`src/rtl/piso_pkg.sv`:
```
// Shared constants and FSM state encoding for the piso_tx_ctrl serial transmitter.
// The PARITY encoding exists only when PISO_TX_CTRL_PARITY_EN is defined.
package piso_pkg;

  localparam int DEFAULT_WIDTH = 8;

  localparam logic [2:0] ST_IDLE   = 3'd0;
  localparam logic [2:0] ST_LOAD   = 3'd1;
  localparam logic [2:0] ST_SHIFT  = 3'd2;
  localparam logic [2:0] ST_GAPW   = 3'd3;
  localparam logic [2:0] ST_PARITY = 3'd4;

  typedef enum logic [2:0] {
    IDLE  = ST_IDLE,
    LOAD  = ST_LOAD,
    SHIFT = ST_SHIFT,
    GAPW  = ST_GAPW
`ifdef PISO_TX_CTRL_PARITY_EN
    ,
    PARITY = ST_PARITY
`endif
  } state_t;

endpackage

```
`src/rtl/piso.sv`:
```
// Parallel-in serial-out shift register, MSB first; latch loads din, otherwise
// the register shifts left each cycle and ser fills the LSB.
module piso
  import piso_pkg::*;
#(
  parameter int WIDTH = DEFAULT_WIDTH
) (
  input  logic             clk,
  input  logic             latch,
  input  logic             rst,
  input  logic [WIDTH-1:0] din,
  input  logic             ser,
  output logic             dout
);

  logic [WIDTH-1:0] sr_q;

  always_ff @(posedge clk) begin
    if (rst) begin
      sr_q <= '0;
    end else if (latch) begin
      sr_q <= din;
    end else begin
      sr_q <= {sr_q[WIDTH-2:0], ser};
    end
  end

  assign dout = sr_q[WIDTH-1];

endmodule

```
`src/rtl/piso_tx_ctrl.sv`:
```
// Frame controller around a piso shifter: accept a word, send it MSB first, then idle GAP cycles.
// Define PISO_TX_CTRL_PARITY_EN to append an even parity bit after the data bits.
module piso_tx_ctrl
  import piso_pkg::*;
#(
  parameter int WIDTH = DEFAULT_WIDTH,
  parameter int GAP   = 1
) (
  input  logic             clk,
  input  logic             rst,
  input  logic [WIDTH-1:0] din,
  input  logic             din_valid,
  output logic             din_ready,
  output logic             dout,
  output logic             frame,
  output logic             busy,
  output logic             done
);

  localparam int CNT_W = $clog2(WIDTH + 1);
  localparam int GAP_W = (GAP > 1) ? $clog2(GAP + 1) : 1;
  localparam logic [CNT_W-1:0] LAST_BIT = CNT_W'(WIDTH - 1);
  localparam logic [GAP_W-1:0] LAST_GAP = GAP_W'((GAP > 0) ? GAP - 1 : 0);
  localparam state_t POST_DATA = (GAP > 0) ? GAPW : IDLE;

  state_t           state_q, state_d;
  logic [CNT_W-1:0] cnt_q;
  logic [GAP_W-1:0] gap_q;
  logic [WIDTH-1:0] hold_q;
  logic             latch;
  logic             piso_dout;
  logic             last_bit;

  assign last_bit = (cnt_q == LAST_BIT);

  piso #(.WIDTH(WIDTH)) u_piso (
    .clk  (clk),
    .latch(latch),
    .rst  (rst),
    .din  (hold_q),
    .ser  (1'b0),
    .dout (piso_dout)
  );

  // NOTE: registers take non-blocking assignments so every flop samples pre-edge values.
  always_ff @(posedge clk) begin
    if (rst) begin
      state_q <= IDLE;
    end else begin
      state_q <= state_d;
    end
  end

  always_ff @(posedge clk) begin
    if (rst) begin
      hold_q <= '0;
      cnt_q  <= '0;
      gap_q  <= '0;
    end else begin
      if (state_q == IDLE && din_valid) begin
        hold_q <= din;
      end
      // Both counters clear whenever their state is not active, so each starts at 0.
      cnt_q <= (state_q == SHIFT) ? cnt_q + CNT_W'(1) : '0;
      gap_q <= (state_q == GAPW) ? gap_q + GAP_W'(1) : '0;
    end
  end

  always_comb begin
    state_d = state_q;
    case (state_q)
      IDLE:  if (din_valid) state_d = LOAD;
      LOAD:  state_d = SHIFT;
      SHIFT: begin
        if (last_bit) begin
`ifdef PISO_TX_CTRL_PARITY_EN
          state_d = PARITY;
`else
          state_d = POST_DATA;
`endif
        end
      end
`ifdef PISO_TX_CTRL_PARITY_EN
      PARITY: state_d = POST_DATA;
`endif
      GAPW:  if (gap_q == LAST_GAP) state_d = IDLE;
      default: state_d = IDLE;
    endcase
  end

  // NOTE: every output gets a default first, so no path through the case infers a latch.
  always_comb begin
    din_ready = 1'b0;
    busy      = 1'b1;
    latch     = 1'b0;
    frame     = 1'b0;
    dout      = 1'b0;
    done      = 1'b0;
    case (state_q)
      IDLE: begin
        din_ready = 1'b1;
        busy      = 1'b0;
      end
      LOAD: latch = 1'b1;
      SHIFT: begin
        frame = 1'b1;
        dout  = piso_dout;
`ifndef PISO_TX_CTRL_PARITY_EN
        done  = last_bit;
`endif
      end
`ifdef PISO_TX_CTRL_PARITY_EN
      PARITY: begin
        frame = 1'b1;
        dout  = ^hold_q;
        done  = 1'b1;
      end
`endif
      default: ;
    endcase
  end

endmodule
```
`config.mk`:
```
export PLATFORM = sky130hd
export DESIGN_NAME = piso_tx_ctrl
export DESIGN_NICKNAME = d
export VERILOG_FILES = /design/src/rtl/piso_pkg.sv /design/src/rtl/piso.sv /design/src/rtl/piso_tx_ctrl.sv
export SDC_FILE = /design/constraint.sdc
export NUM_CORES = 1
export LEC_CHECK = 0
export BUFFER_PORTS_ARGS = -buffer_cell sky130_fd_sc_hd__buf_4
export CORE_MARGIN = 1
export CORE_UTILIZATION = 46
export CTS_CLUSTER_DIAMETER = 50
export DETAILED_ROUTE_END_ITERATION = 16
export GPL_ROUTABILITY_DRIVEN = 0
export MAX_ROUTING_LAYER = met4
export PLACE_DENSITY = 0.77
export SETUP_SLACK_MARGIN = 0.4
export SLEW_MARGIN = 20
export SYNTH_ARGS = -nofsm -noshare
export SYNTH_HDL_FRONTEND = slang
export SYNTH_SLANG_ARGS = --single-unit
```
`constraint.sdc`:
```
create_clock -name clk -period 1.6 [get_ports clk]
set_input_delay 0.32 -clock clk [delete_from_list [all_inputs] [get_ports clk]]
set_output_delay 0.32 -clock clk [all_outputs]
set_load 0.01 [all_outputs]
```
# After elaboration in Yosys (flattened, before gate mapping)
# Index checks and enable logic that the tools add are counted.
# word_totals
reg_bits	24
output_inout_bits	5
input_bits	11
# classes
eq_ne	7
mux	11
add_sub_neg	2
n_reduce_logical	6
bitwise_logic	3
# op_table
operator	n
$pmux W3 S4	1
$mux W3	3
$mux W8	1
$eq A3 B2 Y1 const B	2
$mux W1	6
$ne A2 B2 Y1 const B	3
$reduce_or A2 Y1	3
$add A4 B1 Y4 const B	1
$eq A4 B3 Y1 const B	1
$eq A3 B1 Y1 const B	1
$logic_not A3 Y1	1
$not A1 Y1	3
$reduce_and A3 Y1	1
$add A1 B1 Y1 const B	1
$logic_and A1 B1 Y1	1

# Depth between registers and ports, before layout
# Gate-level depths: netlist of run 1.
# depth
ltp_word	4
ltp_mapped	6
mapped_depth_nobuf	5

# Hierarchy
# From an unflattened synthesis of run 1, not the netlist that was laid out.
# hier_totals
hier_cells	100
hier_area_um2	927.1
# modules_own_cells
mod	n_inst	cells_each	seq_area_each_um2	area_per_inst_um2
piso_tx_ctrl	1	74	300.3	641.9
piso	1	26	160.2	285.3

# Least setup slack after synthesis of run 1
# OpenSTA, ideal clock, no wires.
# synth_timing
path_type	reg-to-reg
startpoint	register state_q[0]
endpoint	register state_q[0]
stages_incl_launch_ff	5
arrival_ns	1.395
t_required_ns	1.477
path_buffers	0
path_slack_ns	0.082
cell_sequence	dfxtp_1 > inv_1 > ha_1 > a222oi_1 > mux2_1
# synth_between
elab_chain_cells	3
elab_cells_between_ends	9
# synth_lines
item	line	rtl
start: declaration	piso_tx_ctrl.sv:26	state_t state_q, state_d;
start signal: assignment	piso_tx_ctrl.sv:50	state_q <= state_d;
$eq A3 B2 Y1 or $logic_not A3 Y1 (tied branches)	piso_tx_ctrl.sv:71	case (state_q)
$ne A2 B2 Y1 (no source line)	--	
$reduce_and A3 Y1 (no source line)	--	
# Parallel ways exist; a longest one is shown, timed or not.
# A chain may end at the register's enable or synchronous reset.

# Worst setup path after layout of run 1
# layout_timing
startpoint	register cnt_q[0]
endpoint	register state_q[0]
# layout_between
elab_chain_cells	3
# layout_lines
item	line	rtl
start: declaration	piso_tx_ctrl.sv:27	logic [CNT_W-1:0] cnt_q;
start signal: assignment	piso_tx_ctrl.sv:64	cnt_q <= (state_q == SHIFT) ? cnt_q + CNT_W'(1) : '0;
$eq A4 B3 Y1	piso_tx_ctrl.sv:34	assign last_bit = (cnt_q == LAST_BIT);
$ne A2 B2 Y1 (no source line)	--	
$reduce_and A3 Y1 (no source line)	--	
# No other way between the ends.

==> results.py, run 1 <==
metrics = {
    "floorplan": {
        "die-area_um2": 2170,
        "core_area_um2": 1800,
        "ios": 16,
        "chipHeight_um": 46.6,
        "start_util_pct": 50.7,
        "die_w_um": 46.6,
        "rows": 15,
    },
    "synthesis": {
        "syn_area_per_cell_um2": 9.23,
        "synth_fa_ha_area_share_pct": 6.85,
        "yosysTopAreaCell": "dfxtp_1",
        "syn_nets": 115,
        "synth_seq_cells": 23,
        "syn_inst": 99,
        "synth_area_um2": 913,
        "synth-simple-area-share_pct": 19.2,
        "synth_top_family_by_area": "simple AND/OR/NAND/NOR gates",
        "synth_xor_area_share_pct": 1.92,
        "netlist.area_leader.share_pct": 50.4,
        "synthMuxAreaShare_pct": 10.0,
        "yosysWarnings": 0,
        "synth_compound_area_share_pct": 6.30,
        "synth.area.top_cells": "dfxtp_1 (50%), mux2i_1 (8.8%), ha_1 (6.8%)",
        "yosysUniqueCellTypes": 20,
        "yosysSeqAreaShare_pct": 50.4,
    },
    "route": {
        "via_per_inst": 5.05,
        "drt-pass1-iter-count": 4,
        "routedWlPerCell_um": 12.0,
        "drc": 0,
        "drt-initial-drc-count": 7,
        "postRouteAntennaNets": 0,
        "routed_wl_mm": 1.78,
        "vias": 752,
    },
    "job": {
        "maxCapViolations": 0,
    },
    "run_status": {
        "status": "finished clean",
    },
    "placed_design": {
        "place_area_um2": 1070,
        "post-dp-hpwl_mm": 1.08,
        "port_buffers": 15,
    },
    "worst_setup_path": {
        "critPathArrivalTime_ps": 1790,
        "cp_num_buf_inv": 1,
        "cp_cell_sequence": "ha_4, nand3b_1, a222oi_1, buf_4, mux2_1",
        "slowest_delay_ps": 370,
        "required_ps": 1810,
        "cp_slowest_cell": "dfxtp_2",
        "crit_family": "flip-flops",
        "path_max_fanout": 2,
        "start_kind": "register",
        "setup.worst_path.class": "register to register",
        "endpoint_kind": "register",
    },
    "grt": {
        "grt-ovfl-total": 0,
        "grt_busiest_layer": "met2",
        "grt_use_total_pct": 19.8,
        "grt_pass1_wl_mm": 2.94,
        "gr-usage-met1_pct": 22.9,
        "grt_max_degree": 23,
        "grt_antenna_before_repair": 0,
        "grtUsageMet2_pct": 32.8,
        "grt_use_met3_pct": 6.67,
        "grt_pass1_vias": 712,
    },
    "cts": {
        "clk_root_buffer_cell": "clkbuf_4",
        "cts_inserted_buffers": 3,
        "cts.htree.levels": 1,
        "numClockSinks": 23,
        "ctsLongestPathBuffers": 2,
        "clk_pin_slew_ps": 120,
        "clk_latency_ps": 310,
        "tritoncts": "done",
    },
    "power": {
        "vdd_drop_max_v": 0.000955,
        "power_leakage_uw": 0.000503,
        "p_per_area_nw_per_um2": 1590,
    },
    "timing": {
        "post-route-min-period_ps": 1580,
        "rsz0062_at_grt": "yes",
        "relSlewSlack_pct": 78.4,
        "worst_slew_pin_slew_ps": 324,
        "drv_slew": 0,
        "min_period_over_period_pct": 98.8,
        "clock_skew_ps": 5.22,
        "setup_viol": 0,
        "finalHoldViolCount": 0,
        "fmax_mhz": 633,
    },
    "cells_and_area": {
        "diodes": 0,
        "nFillCells": 140,
        "regArea_um2": 470,
        "final_layout_size_suffix_gt1_share_pct": 37.9,
        "fin_util_pct": 69.5,
        "area_growth_pct": 37.1,
        "stdcell_area_um2": 1250,
        "multi_input_area_um2": 473,
        "finalNetCount": 141,
    },
    "hold_path": {
        "hp-class": "input port to register",
    },
}
[metrics by stage]
step           setup TNS [ps]  worst slack, ps  cells  hold WS (ps)  power (uW)
2_1_floorplan               0              138     99           397        1180
3_3_place_gp                0              135    135           413        1370
3_5_place_dp                0             57.7    135           412        1380
6_report                    0             19.5    149           254        1990
4_1_cts                     0             93.6    147           252        1860
5_1_grt                 -40.4            -40.4    149           257        2120
[worst paths after layout]
kind	endpoint	cells after the start	from	slack, ps
hold reg to reg	gap_q	1	gap_q	430
hold / removal	hold_q[2]	3	din[2]	250
setup reg to reg	state_q[0]	5	cnt_q[0]	20
setup / recovery	state_q[0]	5	cnt_q[0]	20
[per-layer routing]
layer	share of wire, %	wire (um)
met5	0	0
met4	0	0
met3	5.2	93
met2	50	896
met1	44	793
[synth_stat cells]
| cell type | instances |
|---|---|
| clkbuf_1 | 4 |
| nor2_1 | 14 |
| inv_1 | 5 |
| inv_2 | 1 |
| dfxtp_1 | 23 |
| a222oi_1 | 1 |
| xnor2_1 | 1 |
| nand3_1 | 9 |
| nor3b_1 | 1 |
| mux2i_1 | 8 |
| nand2_1 | 10 |
| buf_6 | 1 |
| mux2_1 | 1 |
| a211oi_1 | 1 |
| ha_1 | 5 |
| nand3b_1 | 1 |
| xor2_1 | 1 |
| nand2b_1 | 3 |
| a21oi_1 | 8 |
| and2_1 | 1 |
[area by class of cell]
type | count | area share (%)
clock inverter | 1 | 0.400
sequential | 23 | 37.6
multi-input combinational | 65 | 37.8
timing repair buffer | 26 | 17.4
inverter | 6 | 2.60
tap | 25 | 2.50
clock buffer | 3 | 1.80
[state kept, by name (all words and copies together), names as in the netlist]
| signal | count |
|---|---|
| cnt_q | 4 |
| gap_q | 1 |
| hold_q | 8 |
| state_q | 2 |
| u_piso.sr_q | 8 |
[logic make-up after synthesis]
logic type	after synthesis
AND/OR/NAND/NOR	39
AO/OA/AOI/OAI	10
XOR/XNOR	2
multiplexers	9
adder cells (fa/ha/maj)	5
flip-flops	23
buffers and inverters	11
[worst reg2reg max path, stage by stage, from the launching register on]
cell	delay (ps)
dfxtp_2	370
ha_4	140
nand3b_1	150
a222oi_1	300
buf_4	200
mux2_1	320
[placed cells by master (no fill, tap or decap), types with 2 or more instances in the layout]
| master | netlist | final |
|---|---|---|
| buf_4 | 0 | 20 |
| dfxtp_1 | 23 | 19 |
| nor2_1 | 14 | 13 |
| nand3_1 | 9 | 9 |
| nand2_1 | 10 | 9 |
| a21oi_1 | 8 | 8 |
| mux2i_1 | 8 | 8 |
| buf_6 | 1 | 6 |
| inv_4 | 0 | 4 |
| nand2b_1 | 3 | 3 |
| ha_4 | 0 | 3 |
| clkbuf_4 | 0 | 3 |
| ha_2 | 0 | 2 |
| dfxtp_2 | 0 | 2 |
| dfxtp_4 | 0 | 2 |
[power breakdown]
| part | switching (uW) | internal (uW) |
|---|---|---|
| combinational | 447 | 537 |
| clock | 171 | 93.4 |
| sequential | 70.8 | 675 |
| total | 688 | 1300 |
[what timing repair did]
action / in CTS / in global routing
hold buffers: 0 / 0
resized for setup: 15 / 11
setup endpoints to repair: 14 / 23
setup buffers: 8 / 2
pin swaps: 4 / 4
Note: power is estimated with default switching activity, not from simulation.
==> run 2: changes to the inputs <==
--- a/config.mk
+++ b/config.mk
@@ -7,12 +7,13 @@
 export LEC_CHECK = 0
 export BUFFER_PORTS_ARGS = -buffer_cell sky130_fd_sc_hd__buf_4
 export CORE_MARGIN = 1
-export CORE_UTILIZATION = 46
+export CORE_UTILIZATION = 40
 export CTS_CLUSTER_DIAMETER = 50
 export DETAILED_ROUTE_END_ITERATION = 16
 export GPL_ROUTABILITY_DRIVEN = 0
 export MAX_ROUTING_LAYER = met4
-export PLACE_DENSITY = 0.77
+export PLACE_DENSITY = 0.69
+export REMOVE_ABC_BUFFERS = 1
 export SETUP_SLACK_MARGIN = 0.4
 export SLEW_MARGIN = 20
 export SYNTH_ARGS = -nofsm -noshare
==> results.py, run 2 (synthesis gave the netlist of run 1 again) <==
metrics = {
    "route": {
        "drc": 0,
        "wl_met2_um": 828,
        "drt-initial-drc-count": 9,
        "routed_wl_mm": 1.80,
        "highest_layer": "met4",
        "routedWlPerCell_um": 11.9,
        "wirelength_met1_um": 888,
        "vias": 712,
        "drt-pass1-iter-count": 4,
        "via_per_inst": 4.72,
        "postRouteAntennaNets": 0,
        "wl_met3_um": 59,
    },
    "run_status": {
        "status": "finished clean",
    },
    "floorplan": {
        "die-area_um2": 2480,
        "rows": 16,
        "start_util_pct": 44.3,
        "core_area_um2": 2060,
        "ios": 16,
        "chipHeight_um": 49.8,
        "die_w_um": 49.8,
    },
    "cells_and_area": {
        "largestRegisters": "hold_q x8, u_piso.sr_q x8, cnt_q x4",
        "layout_commonest_cell": "dfxtp_1",
        "area_growth_pct": 39.2,
        "final_layout_size_suffix_gt1_share_pct": 37.9,
        "finalNetCount": 141,
        "diodes": 0,
        "mostFrequentLayoutCells": "dfxtp_1 (19), buf_4 (17), nor2_1 (13), nand3_1 (9), nand2_1 (9)",
    },
    "placed_design": {
        "post-dp-hpwl_mm": 1.13,
        "port_buffers": 15,
        "dp_slack_ps": 61.5,
    },
    "cts": {
        "cts-hold-fix-buffers": 0,
        "clk_latency_ps": 310,
        "clk_pin_slew_ps": 130,
        "ctsLongestPathBuffers": 2,
        "numClockSinks": 23,
        "clk_root_buffer_cell": "clkbuf_4",
        "cts.htree.levels": 1,
        "cts_inserted_buffers": 3,
        "tritoncts": "done",
    },
    "worst_setup_path": {
        "start_kind": "register",
        "path_max_fanout": 4,
        "critPathArrivalTime_ps": 1190,
        "setup.worst_path.class": "register to output pin",
        "required_ps": 1280,
        "endpoint_kind": "output pin",
    },
    "grt": {
        "grt_use_total_pct": 16.6,
        "grt_pass1_wl_mm": 3.00,
        "grt_antenna_before_repair": 0,
        "grt_pass1_vias": 701,
        "grt-ovfl-total": 0,
        "grt_max_degree": 23,
    },
    "power": {
        "p_per_area_nw_per_um2": 1550,
        "power_leakage_uw": 0.000511,
        "vdd_drop_max_v": 0.000874,
        "power_uw": 1970,
    },
    "timing": {
        "finalHoldViolCount": 0,
        "layout_setup_ws_ps": 85.1,
        "post-route-min-period_ps": 1510,
        "fmax_mhz": 660,
        "relSlewSlack_pct": 75.6,
        "clock_skew_ps": 3.46,
        "min_period_over_period_pct": 94.7,
        "setup_viol": 0,
        "worst_slew_pin_slew_ps": 365,
        "drv_slew": 0,
        "rsz0062_at_grt": "yes",
    },
    "hold_path": {
        "hp-class": "input port to register",
    },
    "job": {
        "maxCapViolations": 0,
    },
}
run 2: changes by cell type in the layout (fill, tap and decap cells not counted):
| cell | change |
|---|---|
| buf_4 | -3 |
| buf_6 | +2 |
| buf_8 | +1 |
| dfxtp_2 | +1 |
| dfxtp_4 | -1 |
| ha_2 | -2 |
| ha_4 | +2 |
| inv_2 | +1 |
| inv_4 | -1 |
| nand2_4 | +1 |
| nand2_8 | -1 |
| nor2_2 | +1 |
| nor2_4 | -1 |
run 2: report_power, final:
part	internal (uW)	switching, uW	leakage, uW
combinational	514	443	0.000304
clock	93.2	176	0.0000177
sequential	671	72.2	0.000189
total	1280	692	0.000511
run 2: timing repair:
| action | 4_1_cts | 5_1_grt |
|---|---|---|
| setup endpoints to repair | 15 | 23 |
| pin swaps | 5 | 5 |
| buffers inserted | 7 | 1 |
| gates cloned | 0 | 0 |
| resized for setup | 27 | 9 |
run 2: cell type report:
cell class              instances  area (um^2)
clock buffers                   3         22.5
clock inverters                 1         5.00
multi-input cells              65          479
flip-flops and latches         23          468
fillers                       183          791
well taps                      27         33.8
inverters                       6         30.0
repair buffers                 26          233
run 2: metrics by stage:
stage               area, um^2  utilization (%)  cells  setup TNS (ps)  hold slack, ps
finish                    1270             61.7    151               0             258
global placement          1060             51.2    139               0             419
floorplan                  887                -     94           -30.2             389
CTS                       1230             59.7    150               0             251
global route              1270             61.7    151               0             244
detailed placement        1060             51.2    139               0             413
run 2: layer usage:
layer | vias to the layer above | track usage [%]
met5 | - | -
met4 | 0 | 7.14
met3 | 2 | 4.01
met2 | 10 | 25.7
met1 | 322 | 20.4
li1 | 378 | -
run 2: worst paths after layout:
kind                            startpoint  cells after the start  slack, ps         end
worst max-delay path            state_q[1]                      5         90        busy
worst min-delay path                din[5]                      3        260   hold_q[5]
worst max register to register  state_q[1]                      4        100  state_q[0]
worst min register to register       gap_q                      1        440       gap_q
run 2: worst max-delay path, cell delays in order, from the launching register on:
cell     delay, ps
dfxtp_4        420
inv_4           50
ha_4           150
buf_6          120
inv_4           50
buf_6           90
==> run 3: changes to the inputs <==
--- a/config.mk
+++ b/config.mk
@@ -6,6 +6,7 @@
 export NUM_CORES = 1
 export LEC_CHECK = 0
 export BUFFER_PORTS_ARGS = -buffer_cell sky130_fd_sc_hd__buf_4
+export CORE_ASPECT_RATIO = 0.9
 export CORE_MARGIN = 1
 export CORE_UTILIZATION = 40
 export CTS_CLUSTER_DIAMETER = 50
==> results.py, run 3 (synthesis gave the netlist of run 1 again) <==
metrics = {
    "worst_setup_path": {
        "critPathArrivalTime_ps": 1250,
        "setup.worst_path.class": "register to output pin",
        "worst_path_most_repeated_cell": "buf_6",
        "required_ps": 1280,
        "crit_family": "flip-flops",
        "endpoint_kind": "output pin",
        "cp_num_buf_inv": 3,
        "path_max_fanout": 4,
        "slowest_delay_ps": 370,
        "start_kind": "register",
        "cp_slowest_cell": "dfxtp_2",
        "critPathLaunch": "state_q[0]",
        "cp_cell_sequence": "inv_4, ha_4, buf_6, and2_4, buf_6",
        "worst_r2r_startpoint": "state_q[1]",
        "cp_num_cells": 5,
        "rr_worst_depth": 4,
    },
    "cells_and_area": {
        "diodes": 0,
        "regArea_um2": 468,
        "fin_util_pct": 63.1,
        "finalNonFillerCells": 154,
        "nFillCells": 167,
        "layout_commonest_cell": "buf_4",
        "largestRegisters": "hold_q x8, u_piso.sr_q x8, cnt_q x4",
        "multi_input_area_um2": 558,
        "final_layout_size_suffix_gt1_share_pct": 50.4,
        "area_growth_pct": 49.5,
        "finalNetCount": 144,
        "mostFrequentLayoutCells": "buf_4 (21), dfxtp_1 (19), nor2_1 (14), nand3_1 (9)",
    },
    "timing": {
        "min_period_over_period_pct": 98.0,
        "fmax_mhz": 638,
        "clock_skew_ps": 8.12,
        "post-route-min-period_ps": 1570,
        "setup_viol": 0,
        "finalHoldViolCount": 0,
        "relSlewSlack_pct": 72.1,
        "rsz0062_at_grt": "yes",
        "layout_setup_ws_ps": 32.2,
        "setup_tns_ps": 0,
        "worst_slew_pin_slew_ps": 419,
        "drv_slew": 0,
    },
    "cts": {
        "clk_root_buffer_cell": "clkbuf_4",
        "clk_pin_slew_ps": 130,
        "numClockSinks": 23,
        "clk_latency_ps": 320,
        "ctsLongestPathBuffers": 2,
        "cts-hold-fix-buffers": 0,
        "tritoncts": "done",
        "cts.htree.levels": 1,
        "cts_inserted_buffers": 3,
    },
    "grt": {
        "grt_antenna_before_repair": 0,
        "grt_busiest_layer": "met2",
        "grt_pass1_wl_mm": 2.73,
        "grt_use_total_pct": 15.8,
        "grt_use_met3_pct": 2.59,
        "gr-usage-met1_pct": 20.4,
        "grt-ovfl-total": 0,
        "grtUsageMet2_pct": 22.5,
        "grt_pass1_vias": 629,
        "grt_max_degree": 23,
    },
    "placed_design": {
        "port_buffers": 15,
        "dp_slack_ps": 75.0,
        "place_inst": 139,
        "post-dp-hpwl_mm": 1.13,
    },
    "hold_path": {
        "whs_path_depth": 3,
        "hp-class": "input port to register",
        "min_from": "din[0]",
    },
    "floorplan": {
        "start_util_pct": 42.2,
        "ios": 16,
        "rows": 16,
        "chipHeight_um": 47.3,
        "die_w_um": 52.4,
        "die-area_um2": 2480,
        "core_area_um2": 2160,
    },
    "power": {
        "power_leakage_uw": 0.000567,
        "power_uw": 2180,
        "vdd_drop_max_v": 0.000783,
        "p_per_area_nw_per_um2": 1600,
    },
    "run_status": {
        "status": "finished clean",
    },
    "route": {
        "vias": 755,
        "drc": 0,
        "routed_wl_mm": 1.94,
        "drt-initial-drc-count": 14,
        "drt-pass1-iter-count": 4,
        "routedWlPerCell_um": 12.6,
        "via_per_inst": 4.90,
        "postRouteAntennaNets": 0,
    },
    "job": {
        "maxCapViolations": 0,
    },
}
==> run 3: cell types whose count changed in the layout (fill, tap and decap cells not counted), sizes merged <==
cell	delta
buf	+3
==> run 3: repair_timing <==
action / 4_1_cts / 5_1_grt
endpoints found under the setup margin: 22 / 23
setup buffers: 8 / 3
pin swaps: 5 / 13
resized for setup: 23 / 32
hold endpoints to repair: 0 / 0
==> run 3: layer usage <==
layer  up-vias  share of wire, %  wire length, um
li1        382                 -                -
met1       356                47              914
met2        12                49              952
met3         5               1.7               33
met4         0               2.2               43
met5         -                 0                0
==> run 3: path summary, 6_finish.rpt <==
| path | end | slack [ps] |
|---|---|---|
| max | dout | 30 |
| max reg2reg | state_q[0] | 50 |
| min reg2reg | gap_q | 440 |
| min | hold_q[0] | 250 |
==> run 3: power breakdown <==
group	total, uW	switching, uW	internal [uW]
Combinational	1150	536	611
Clock	276	183	93.5
Sequential	754	82.8	671
==> run 3: worst register-to-register path, cell delays in order (launching register included) <==
cell,delay [ps]
dfxtp_4,400
buf_6,120
ha_4,150
a222oi_1,420
mux2_1,360
==> run 3: layout make-up <==
cell class | instances | area share [%]
repair buffers | 29 | 18.1
multi-input cells | 65 | 40.9
clock inverters | 1 | 0.367
well taps | 27 | 2.47
clock buffers | 3 | 1.65
flip-flops and latches | 23 | 34.3
inverters | 6 | 2.20
==> run 3: per-stage QoR <==
step / area [um^2] / hold WS (ps)
finish: 1370 / 254
global route: 1370 / 240
CTS: 1220 / 237
detailed placement: 1060 / 417
global placement: 1060 / 423
floorplan: 887 / 389
